`src/rtl/wb_accum_array.sv`:
```
// ---------------------------------------------------------------------------
// wb_accum_array
//   Bank of CHANNELS independent WIDTH-bit add/sub accumulators sitting on a
//   Wishbone slave port. Each channel owns an operand, an accumulator, a
//   control word and a sticky overflow flag. Writing a channel's OPERAND
//   register launches the operation selected in its CTRL register. The bus
//   FSM serialises every access.
//
//   Register map (per channel, ch = adr[7:4], reg = adr[3:2]):
//     0 OPERAND  W launches op, R returns last operand
//     1 ACC      R/W, a write loads directly without touching ovf
//     2 CTRL     [1:0] op (add/sub/load/clear), [2] sat, [3] irq_en
//     3 STATUS   [0] ovf, write-1-to-clear through sel[0]
//
// Ports
//   wb_clk_i, wb_rst_ni           clock, async active-low reset
//   wbs_stb_i/cyc_i/we_i/sel_i    Wishbone request qualifiers
//   wbs_adr_i, wbs_dat_i          Wishbone address / write data
//   wbs_ack_o, wbs_dat_o          single-cycle ack / read data (held)
//   acc_o                         all accumulators, channel 0 in the LSBs
//   ovf_o                         sticky overflow flag per channel
//   busy_o                        high while an operation executes
//   irq_o                         level interrupt, |(ovf & irq_en)
// ---------------------------------------------------------------------------
module wb_accum_array #(
    parameter int          WIDTH     = 32,
    parameter int          CHANNELS  = 4,
    parameter logic [31:0] BASE_ADDR = 32'h3000_0000
) (
    input  logic                      wb_clk_i,
    input  logic                      wb_rst_ni,
    input  logic                      wbs_stb_i,
    input  logic                      wbs_cyc_i,
    input  logic                      wbs_we_i,
    input  logic [3:0]                wbs_sel_i,
    input  logic [31:0]               wbs_adr_i,
    input  logic [31:0]               wbs_dat_i,
    output logic                      wbs_ack_o,
    output logic [31:0]               wbs_dat_o,
    output logic [CHANNELS*WIDTH-1:0] acc_o,
    output logic [CHANNELS-1:0]       ovf_o,
    output logic                      busy_o,
    output logic                      irq_o
);

    typedef enum logic [1:0] {
        ST_IDLE = 2'd0,
        ST_EXEC = 2'd1,
        ST_ACK  = 2'd2
    } state_t;

    localparam logic [4:0] NUM_CH = 5'(CHANNELS);

    // Byte-lane merge of new write data into an old register value.
    function automatic logic [31:0] byte_merge(input logic [31:0] old_v,
                                               input logic [31:0] new_v,
                                               input logic [3:0]  sel_v);
        logic [31:0] res_v;
        res_v = old_v;
        for (int b = 0; b < 4; b++) begin
            if (sel_v[b]) begin
                res_v[b*8 +: 8] = new_v[b*8 +: 8];
            end else begin
                res_v[b*8 +: 8] = old_v[b*8 +: 8];
            end
        end
        return res_v;
    endfunction

    // One accumulator step. Returns {ovf_set, new_acc}.
    function automatic logic [WIDTH:0] acc_step(input logic [1:0]       op_v,
                                                 input logic             sat_v,
                                                 input logic [WIDTH-1:0] acc_v,
                                                 input logic [WIDTH-1:0] opnd_v);
        logic [WIDTH:0] ext_v;
        logic [WIDTH:0] res_v;
        ext_v = {(WIDTH+1){1'b0}};
        res_v = {1'b0, acc_v};
        case (op_v)
            2'b00: begin
                // Bit WIDTH of the widened sum is the carry-out.
                ext_v = {1'b0, acc_v} + {1'b0, opnd_v};
                if (ext_v[WIDTH]) begin
                    res_v = {1'b1, (sat_v ? {WIDTH{1'b1}} : ext_v[WIDTH-1:0])};
                end else begin
                    res_v = {1'b0, ext_v[WIDTH-1:0]};
                end
            end
            2'b01: begin
                // Bit WIDTH of the widened difference is the borrow.
                ext_v = {1'b0, acc_v} - {1'b0, opnd_v};
                if (ext_v[WIDTH]) begin
                    res_v = {1'b1, (sat_v ? {WIDTH{1'b0}} : ext_v[WIDTH-1:0])};
                end else begin
                    res_v = {1'b0, ext_v[WIDTH-1:0]};
                end
            end
            2'b10:   res_v = {1'b0, opnd_v};
            2'b11:   res_v = {(WIDTH+1){1'b0}};
            default: res_v = {1'b0, acc_v};
        endcase
        return res_v;
    endfunction

    state_t              state_r;
    logic                ack_r;
    logic [31:0]         dat_r;
    logic                busy_r;
    logic                irq_r;
    logic [3:0]          pend_ch_r;

    logic [WIDTH-1:0]    acc_r    [CHANNELS];
    logic [WIDTH-1:0]    opnd_r   [CHANNELS];
    logic [3:0]          ctrl_r   [CHANNELS];
    logic [CHANNELS-1:0] ovf_r;

    logic [WIDTH-1:0]    acc_nx_s  [CHANNELS];
    logic [WIDTH-1:0]    opnd_nx_s [CHANNELS];
    logic [3:0]          ctrl_nx_s [CHANNELS];
    logic [CHANNELS-1:0] ovf_nx_s;
    logic [CHANNELS-1:0] irq_en_nx_s;
    logic [WIDTH:0]      op_res_s;

    logic                req_s;
    logic                hit_s;
    logic [3:0]          ch_s;
    logic [1:0]          reg_s;
    logic                launch_s;
    logic                wr_s;
    logic [31:0]         rd_data_s;
    logic                unused_adr_s;

    assign ch_s     = wbs_adr_i[7:4];
    assign reg_s    = wbs_adr_i[3:2];
    assign hit_s    = (wbs_adr_i[31:8] == BASE_ADDR[31:8]) && ({1'b0, ch_s} < NUM_CH);
    assign req_s    = (state_r == ST_IDLE) && wbs_cyc_i && wbs_stb_i && !ack_r;
    assign launch_s = req_s && wbs_we_i && hit_s && (reg_s == 2'd0);
    assign wr_s     = req_s && wbs_we_i && hit_s && (reg_s != 2'd0);
    assign unused_adr_s = ^wbs_adr_i[1:0];

    // Read mux: out-of-range addresses fall through to zero.
    always_comb begin
        rd_data_s = 32'd0;
        for (int i = 0; i < CHANNELS; i++) begin
            if (hit_s && (ch_s == i[3:0])) begin
                case (reg_s)
                    2'd0:    rd_data_s[WIDTH-1:0] = opnd_r[i];
                    2'd1:    rd_data_s[WIDTH-1:0] = acc_r[i];
                    2'd2:    rd_data_s[3:0]       = ctrl_r[i];
                    2'd3:    rd_data_s[0]         = ovf_r[i];
                    default: rd_data_s            = 32'd0;
                endcase
            end else begin
            end
        end
    end

    // Next-state of the register bank: bus writes in IDLE, op commit in EXEC.
    always_comb begin
        acc_nx_s    = acc_r;
        opnd_nx_s   = opnd_r;
        ctrl_nx_s   = ctrl_r;
        ovf_nx_s    = ovf_r;
        irq_en_nx_s = {CHANNELS{1'b0}};
        op_res_s    = {(WIDTH+1){1'b0}};
        for (int i = 0; i < CHANNELS; i++) begin
            if (launch_s && (ch_s == i[3:0])) begin
                opnd_nx_s[i] = WIDTH'(byte_merge(32'(opnd_r[i]), wbs_dat_i, wbs_sel_i));
            end else if (wr_s && (ch_s == i[3:0])) begin
                case (reg_s)
                    2'd1: acc_nx_s[i] = WIDTH'(byte_merge(32'(acc_r[i]), wbs_dat_i, wbs_sel_i));
                    2'd2: begin
                        if (wbs_sel_i[0]) begin
                            ctrl_nx_s[i] = wbs_dat_i[3:0];
                        end else begin
                            ctrl_nx_s[i] = ctrl_r[i];
                        end
                    end
                    2'd3: begin
                        if (wbs_sel_i[0] && wbs_dat_i[0]) begin
                            ovf_nx_s[i] = 1'b0;
                        end else begin
                            ovf_nx_s[i] = ovf_r[i];
                        end
                    end
                    default: acc_nx_s[i] = acc_r[i];
                endcase
            end else if ((state_r == ST_EXEC) && (pend_ch_r == i[3:0])) begin
                op_res_s     = acc_step(ctrl_r[i][1:0], ctrl_r[i][2], acc_r[i], opnd_r[i]);
                acc_nx_s[i]  = op_res_s[WIDTH-1:0];
                ovf_nx_s[i]  = ovf_r[i] | op_res_s[WIDTH];
            end else begin
                acc_nx_s[i]  = acc_r[i];
            end
            irq_en_nx_s[i] = ctrl_nx_s[i][3];
        end
    end

    // Register bank; irq is registered from the same next-state as ovf so the
    // two always change on the same edge.
    always_ff @(posedge wb_clk_i or negedge wb_rst_ni) begin
        if (!wb_rst_ni) begin
            for (int i = 0; i < CHANNELS; i++) begin
                acc_r[i]  <= {WIDTH{1'b0}};
                opnd_r[i] <= {WIDTH{1'b0}};
                ctrl_r[i] <= 4'd0;
            end
            ovf_r <= {CHANNELS{1'b0}};
            irq_r <= 1'b0;
        end else begin
            acc_r  <= acc_nx_s;
            opnd_r <= opnd_nx_s;
            ctrl_r <= ctrl_nx_s;
            ovf_r  <= ovf_nx_s;
            irq_r  <= |(ovf_nx_s & irq_en_nx_s);
        end
    end

    // Bus FSM with registered ack, read data and busy.
    always_ff @(posedge wb_clk_i or negedge wb_rst_ni) begin
        if (!wb_rst_ni) begin
            state_r   <= ST_IDLE;
            ack_r     <= 1'b0;
            dat_r     <= 32'd0;
            busy_r    <= 1'b0;
            pend_ch_r <= 4'd0;
        end else begin
            case (state_r)
                ST_IDLE: begin
                    ack_r <= 1'b0;
                    if (launch_s) begin
                        state_r   <= ST_EXEC;
                        busy_r    <= 1'b1;
                        pend_ch_r <= ch_s;
                    end else if (req_s) begin
                        state_r <= ST_ACK;
                        ack_r   <= 1'b1;
                        busy_r  <= 1'b0;
                        if (!wbs_we_i) begin
                            dat_r <= rd_data_s;
                        end else begin
                            dat_r <= dat_r;
                        end
                    end else begin
                        state_r <= ST_IDLE;
                        busy_r  <= 1'b0;
                    end
                end
                ST_EXEC: begin
                    busy_r <= 1'b0;
                    // The op commits regardless; only the ack depends on the
                    // master still holding the cycle.
                    if (wbs_cyc_i && wbs_stb_i) begin
                        state_r <= ST_ACK;
                        ack_r   <= 1'b1;
                    end else begin
                        state_r <= ST_IDLE;
                        ack_r   <= 1'b0;
                    end
                end
                ST_ACK: begin
                    state_r <= ST_IDLE;
                    ack_r   <= 1'b0;
                    busy_r  <= 1'b0;
                end
                default: begin
                    state_r <= ST_IDLE;
                    ack_r   <= 1'b0;
                    busy_r  <= 1'b0;
                end
            endcase
        end
    end

    for (genvar g = 0; g < CHANNELS; g++) begin : g_acc
        assign acc_o[g*WIDTH +: WIDTH] = acc_r[g];
    end

    assign ovf_o     = ovf_r;
    assign wbs_ack_o = ack_r;
    assign wbs_dat_o = dat_r;
    assign busy_o    = busy_r;
    assign irq_o     = irq_r;

endmodule
```
`config.mk`:
```
export PLATFORM = sky130hd
export DESIGN_NAME = wb_accum_array
export DESIGN_NICKNAME = d
export VERILOG_FILES = /design/src/rtl/wb_accum_array.sv
export SDC_FILE = /design/constraint.sdc
export NUM_CORES = 1
export LEC_CHECK = 0
export ABC_AREA = 1
export CAP_MARGIN = 20
export CORE_MARGIN = 5
export CORE_UTILIZATION = 33
export CTS_BUF_LIST = sky130_fd_sc_hd__clkbuf_4 sky130_fd_sc_hd__clkbuf_8
export DETAILED_ROUTE_END_ITERATION = 16
export GPL_ROUTABILITY_DRIVEN = 0
export PLACE_DENSITY = 0.59
export SLEW_MARGIN = 20
export SYNTH_ARGS = -nofsm -noshare
export SYNTH_HDL_FRONTEND = slang
export SYNTH_SLANG_ARGS = --single-unit
```
`constraint.sdc`:
```
create_clock -name wb_clk_i -period 4.2 [get_ports wb_clk_i]
set_input_delay 0.42 -clock wb_clk_i [delete_from_list [all_inputs] [get_ports wb_clk_i]]
set_output_delay 0.42 -clock wb_clk_i [all_outputs]
set_load 0.02 [all_outputs]
```
==> metrics <==
Startpoint Class=flop; Clock Sinks=around 320; grt met2 use=0.4243; antenna viol nets, final=0; CTS H-Tree Depth=2; DRC violations left=0; worst setup path category=reg -> reg; max_cap viols=0; final hold viol count=0; clock insertion delay at the later pin of the skew report=760 ps; Bufs and invs on worst path=2; Int Pwr=a little over 5000 uW; Critical Path AT=4240 ps; 1st-pass router iterations=9; critical path's top delay family=simple AND/OR/NAND/NOR gates; Reg clk slew, reported paths=80 ps; CP Cell Sequence=inv_1 > ha_1 > nand2_1 > nor2_1 > nand2_1 > nand2_1 > a21oi_1 > nand3_1 > nand2_2 > inv_2 > nand2_1 > nand3b_1 > nand2_1 > nand2_1; Period minus WS final=between 3000 and 4000 ps; Post-CTS Setup Repair Bufs=0; fraction of registers with async set/reset=1.000; met1 usage=0.3875; fin crit share=0.8518; Core Area=approximately 0.11 mm^2; Crit Path Max Fanout=20; WL final=181.5 mm; clock share of power=0.473; largest net degree at the start of global routing=between 90 and 100; Worst slew margin=0.1726; layout cells sized above 1=0.04538; CTS Buf Count=60; sequential power share=0.429; register bit total from synthesis=around 320; Worst IR Drop VDD=between 0.2 and 0.25 mV; area leader, netlist=nand2_1; switching portion of total power=0.2992; Die W=approximately 340 um; share of Yosys cell area claimed by the top area cell type=0.2360; r2r setup slk=approximately 620 ps; CTS tree=yes; die height=roughly 340 um; Mapped Cells=between 6000 and 7000; non-filler cells, final=8126; GRT met3 Usage=0.08509; FILL cells=12280; Worst Max-Slew Pin Slew=1228 ps; Seq/Total Area, Yosys=0.2130; DP Cell Count=roughly 8000; clock root buffer=clkbuf_8; Die ar.=about 0.12 mm^2; CP max-delay cell=dfrtp_1; synthesized cell area=~0.037 mm^2; Post-DP HPWL=145.5 mm; Comb pwr share=0.098; Starting Density=0.3335; # rows=122; number of flops mapped to enable cells by yosys=0; final layout net count=approximately 7000; Yosys Warn Count=0; WP data required=approximately 4900 ps; number of port buffers=237; # resized after CTS=0; clk buf depth=3; DRT iter0 DRCs=between 5000 and 6000; post-DR vias/cell=5.382; cell mode on critical path=nand2_1; first-pass GRT wire length=~260 mm; largest cells by area after synthesis=nand2_1, dfrtp_1, inv_1; vias in the first global route=40160; Worst Skew=42.47 ps; antenna violations before repair=16; CP Capture Type=flop; syn_area_per_cell=between 5 and 6 um^2; Fmax=around 280 MHz; Synth cell types=between 50 and 60; Vias=43730; Tot GR Track Use=0.2936; Post-synth top flop=dfrtp_1; Leak=roughly 0.023 uW; Crit path largest cell delay=about 540 ps; Tightest Hold Check Type=in -> async; setup_tns=0 ps; Post-Syn Nets=6762; Final Setup Violations=0; cell area power density=173.8 mW/mm^2; RSZ-0062 raised after global routing=no; Net Switching=between 2000 and 2500 uW; Slew Limit Fails=0; busiest grt layer=met2; area grow syn2layout=14.20%; io pins=240; total congestion overflow=0; status=finished, final reports clean; wire length per cell=approximately 22 um
synth_stat cells (6+ instances only):
cell,count
xnor2_1,7
buf_1,6
nor3_1,63
fa_1,8
nand4_1,109
clkbuf_1,73
and2_1,6
a221oi_1,6
buf_4,15
inv_1,890
nand3b_1,29
o21ai_2,11
nand2_2,24
nor4_1,9
xor2_1,122
a21oi_1,319
dfrtp_1,315
nor2_4,6
a31oi_1,7
buf_6,7
nor2_1,680
a211oi_1,24
ha_1,256
o21ai_1,40
buf_2,142
o21ai_0,415
inv_2,8
nand3_1,371
o21bai_1,58
nand2_1,2327
cell families (layout without fill, tap and decap cells):
family,after synthesis,after routing,synth area share
DFF,315,315,0.2130
other,0,5,0
adders and majority gates,264,264,0.09087
and+or+nand+nor,3654,3654,0.4054
buffers and inverters,1144,1352,0.1241
xor gates and xnor gates,129,129,0.03053
AOI/OAI and AO/OA,919,919,0.1361
placed cells by master (no fill, tap or decap), drive strengths merged:
cell type | synthesis | final
or2 | 5 | 5
a2bb2oi | 3 | 3
nor4 | 9 | 9
o21a | 5 | 5
nand4 | 113 | 113
fa | 8 | 8
diode | 0 | 5
bufinv | 0 | 3
a31oi | 7 | 7
a211oi | 24 | 24
clkinv | 1 | 17
and3 | 5 | 5
dfrtp | 315 | 315
o21ai | 466 | 466
xnor2 | 7 | 7
a311oi | 1 | 1
o2111ai | 1 | 1
clkbuf | 73 | 82
buf | 171 | 109
a21oi | 319 | 319
clkdlybuf4s50 | 0 | 236
and2 | 6 | 6
clkinvlp | 0 | 3
o221ai | 5 | 5
inv | 899 | 901
dlygate4sd3 | 0 | 1
xor2 | 122 | 122
o22ai | 5 | 5
nand3b | 29 | 29
nor3 | 69 | 69
a21o | 4 | 4
nor2 | 691 | 691
o21bai | 61 | 61
nand3 | 375 | 375
ha | 256 | 256
a221oi | 6 | 6
a21boi | 8 | 8
o211ai | 3 | 3
a22o | 1 | 1
nand2 | 2352 | 2352
through the flow:
step	hold slack, ps	setup slack, ps	util	instance area, um^2	total power [uW]
global placement	453.5	802.1	0.3690	40950	3899
global route	363.7	473.4	0.3808	42260	7529
finish	332.2	622.6	0.3809	42270	7347
CTS	303.3	753.3	0.3808	42260	7346
detailed placement	457.6	750.0	0.3690	40950	3898
floorplan	124.4	1603	-	37010	3384
power groups by stage:
stage,clock [uW],combinational (uW),sequential [uW]
6_report,3470,721,3150
5_1_grt,3630,741,3150
4_1_cts,3500,700,3150
3_5_place_dp,0,696,3200
3_3_place_gp,0,696,3200
2_1_floorplan,0,153,3230
sequential cells by signal, indices dropped and copies added (netlist names):
| register | cells |
|---|---|
| opnd_r | 128 |
| irq_o | 1 |
| pend_ch_r | 4 |
| state_r | 1 |
| ovf_o | 4 |
| acc_o | 128 |
| wbs_ack_o | 1 |
| ctrl_r | 16 |
| wbs_dat_o | 32 |
area by class of cell:
type | count | area (um^2) | share of cell area
timing repair buffer | 346 | 3273 | 0.07744
inverter | 900 | 3383 | 0.08004
tap | 1488 | 1862 | 0.04405
multi-input combinational | 4966 | 24560 | 0.5810
sequential | 315 | 7883 | 0.1865
clock inverter | 24 | 224.0 | 0.005299
antenna | 5 | 12.51 | 0.0002960
clock buffer | 82 | 1072 | 0.02537
final timing paths:
| path | start | end | cells past startpoint |
|---|---|---|---|
| min | wb_rst_ni | acc_o[100]$_DFFE_PN0P_ | 2 |
| min reg2reg | pend_ch_r[3]$_DFFE_PN0P_ | pend_ch_r[3]$_DFFE_PN0P_ | 2 |
| max | opnd_r[55]$_DFFE_PN0P_ | acc_o[80]$_DFFE_PN0P_ | 14 |
| max in group asynchronous | wb_rst_ni | wbs_dat_o[30]$_DFFE_PN0P_ | 3 |
| min in group wb_clk_i | wbs_cyc_i | wbs_ack_o$_DFF_PN0_ | 4 |
| max reg2reg | opnd_r[55]$_DFFE_PN0P_ | acc_o[80]$_DFFE_PN0P_ | 14 |
repair_timing:
item                                    CTS  global route
endpoints found under the setup margin    0             0
hold buffers                              1             0
hold endpoints to repair                 91             0
layer usage:
metal / routed length, um / vias to the layer above
met2: 72700 / 2551
met5: 69 / -
li1: - / 20550
met3: 23360 / 485
met1: 72200 / 20140
met4: 13140 / 10
worst register-to-register path: stages (launching register included):
cell and delay [ps]:
dfrtp_1 540, inv_1 110, ha_1 480, nand2_1 160, nor2_1 320, nand2_1 100, nand2_1 110, a21oi_1 110
nand3_1 320, nand2_2 270, inv_2 520, nand2_1 120, nand3b_1 200, nand2_1 70, nand2_1 60
Power figures use the tool's default switching activity.
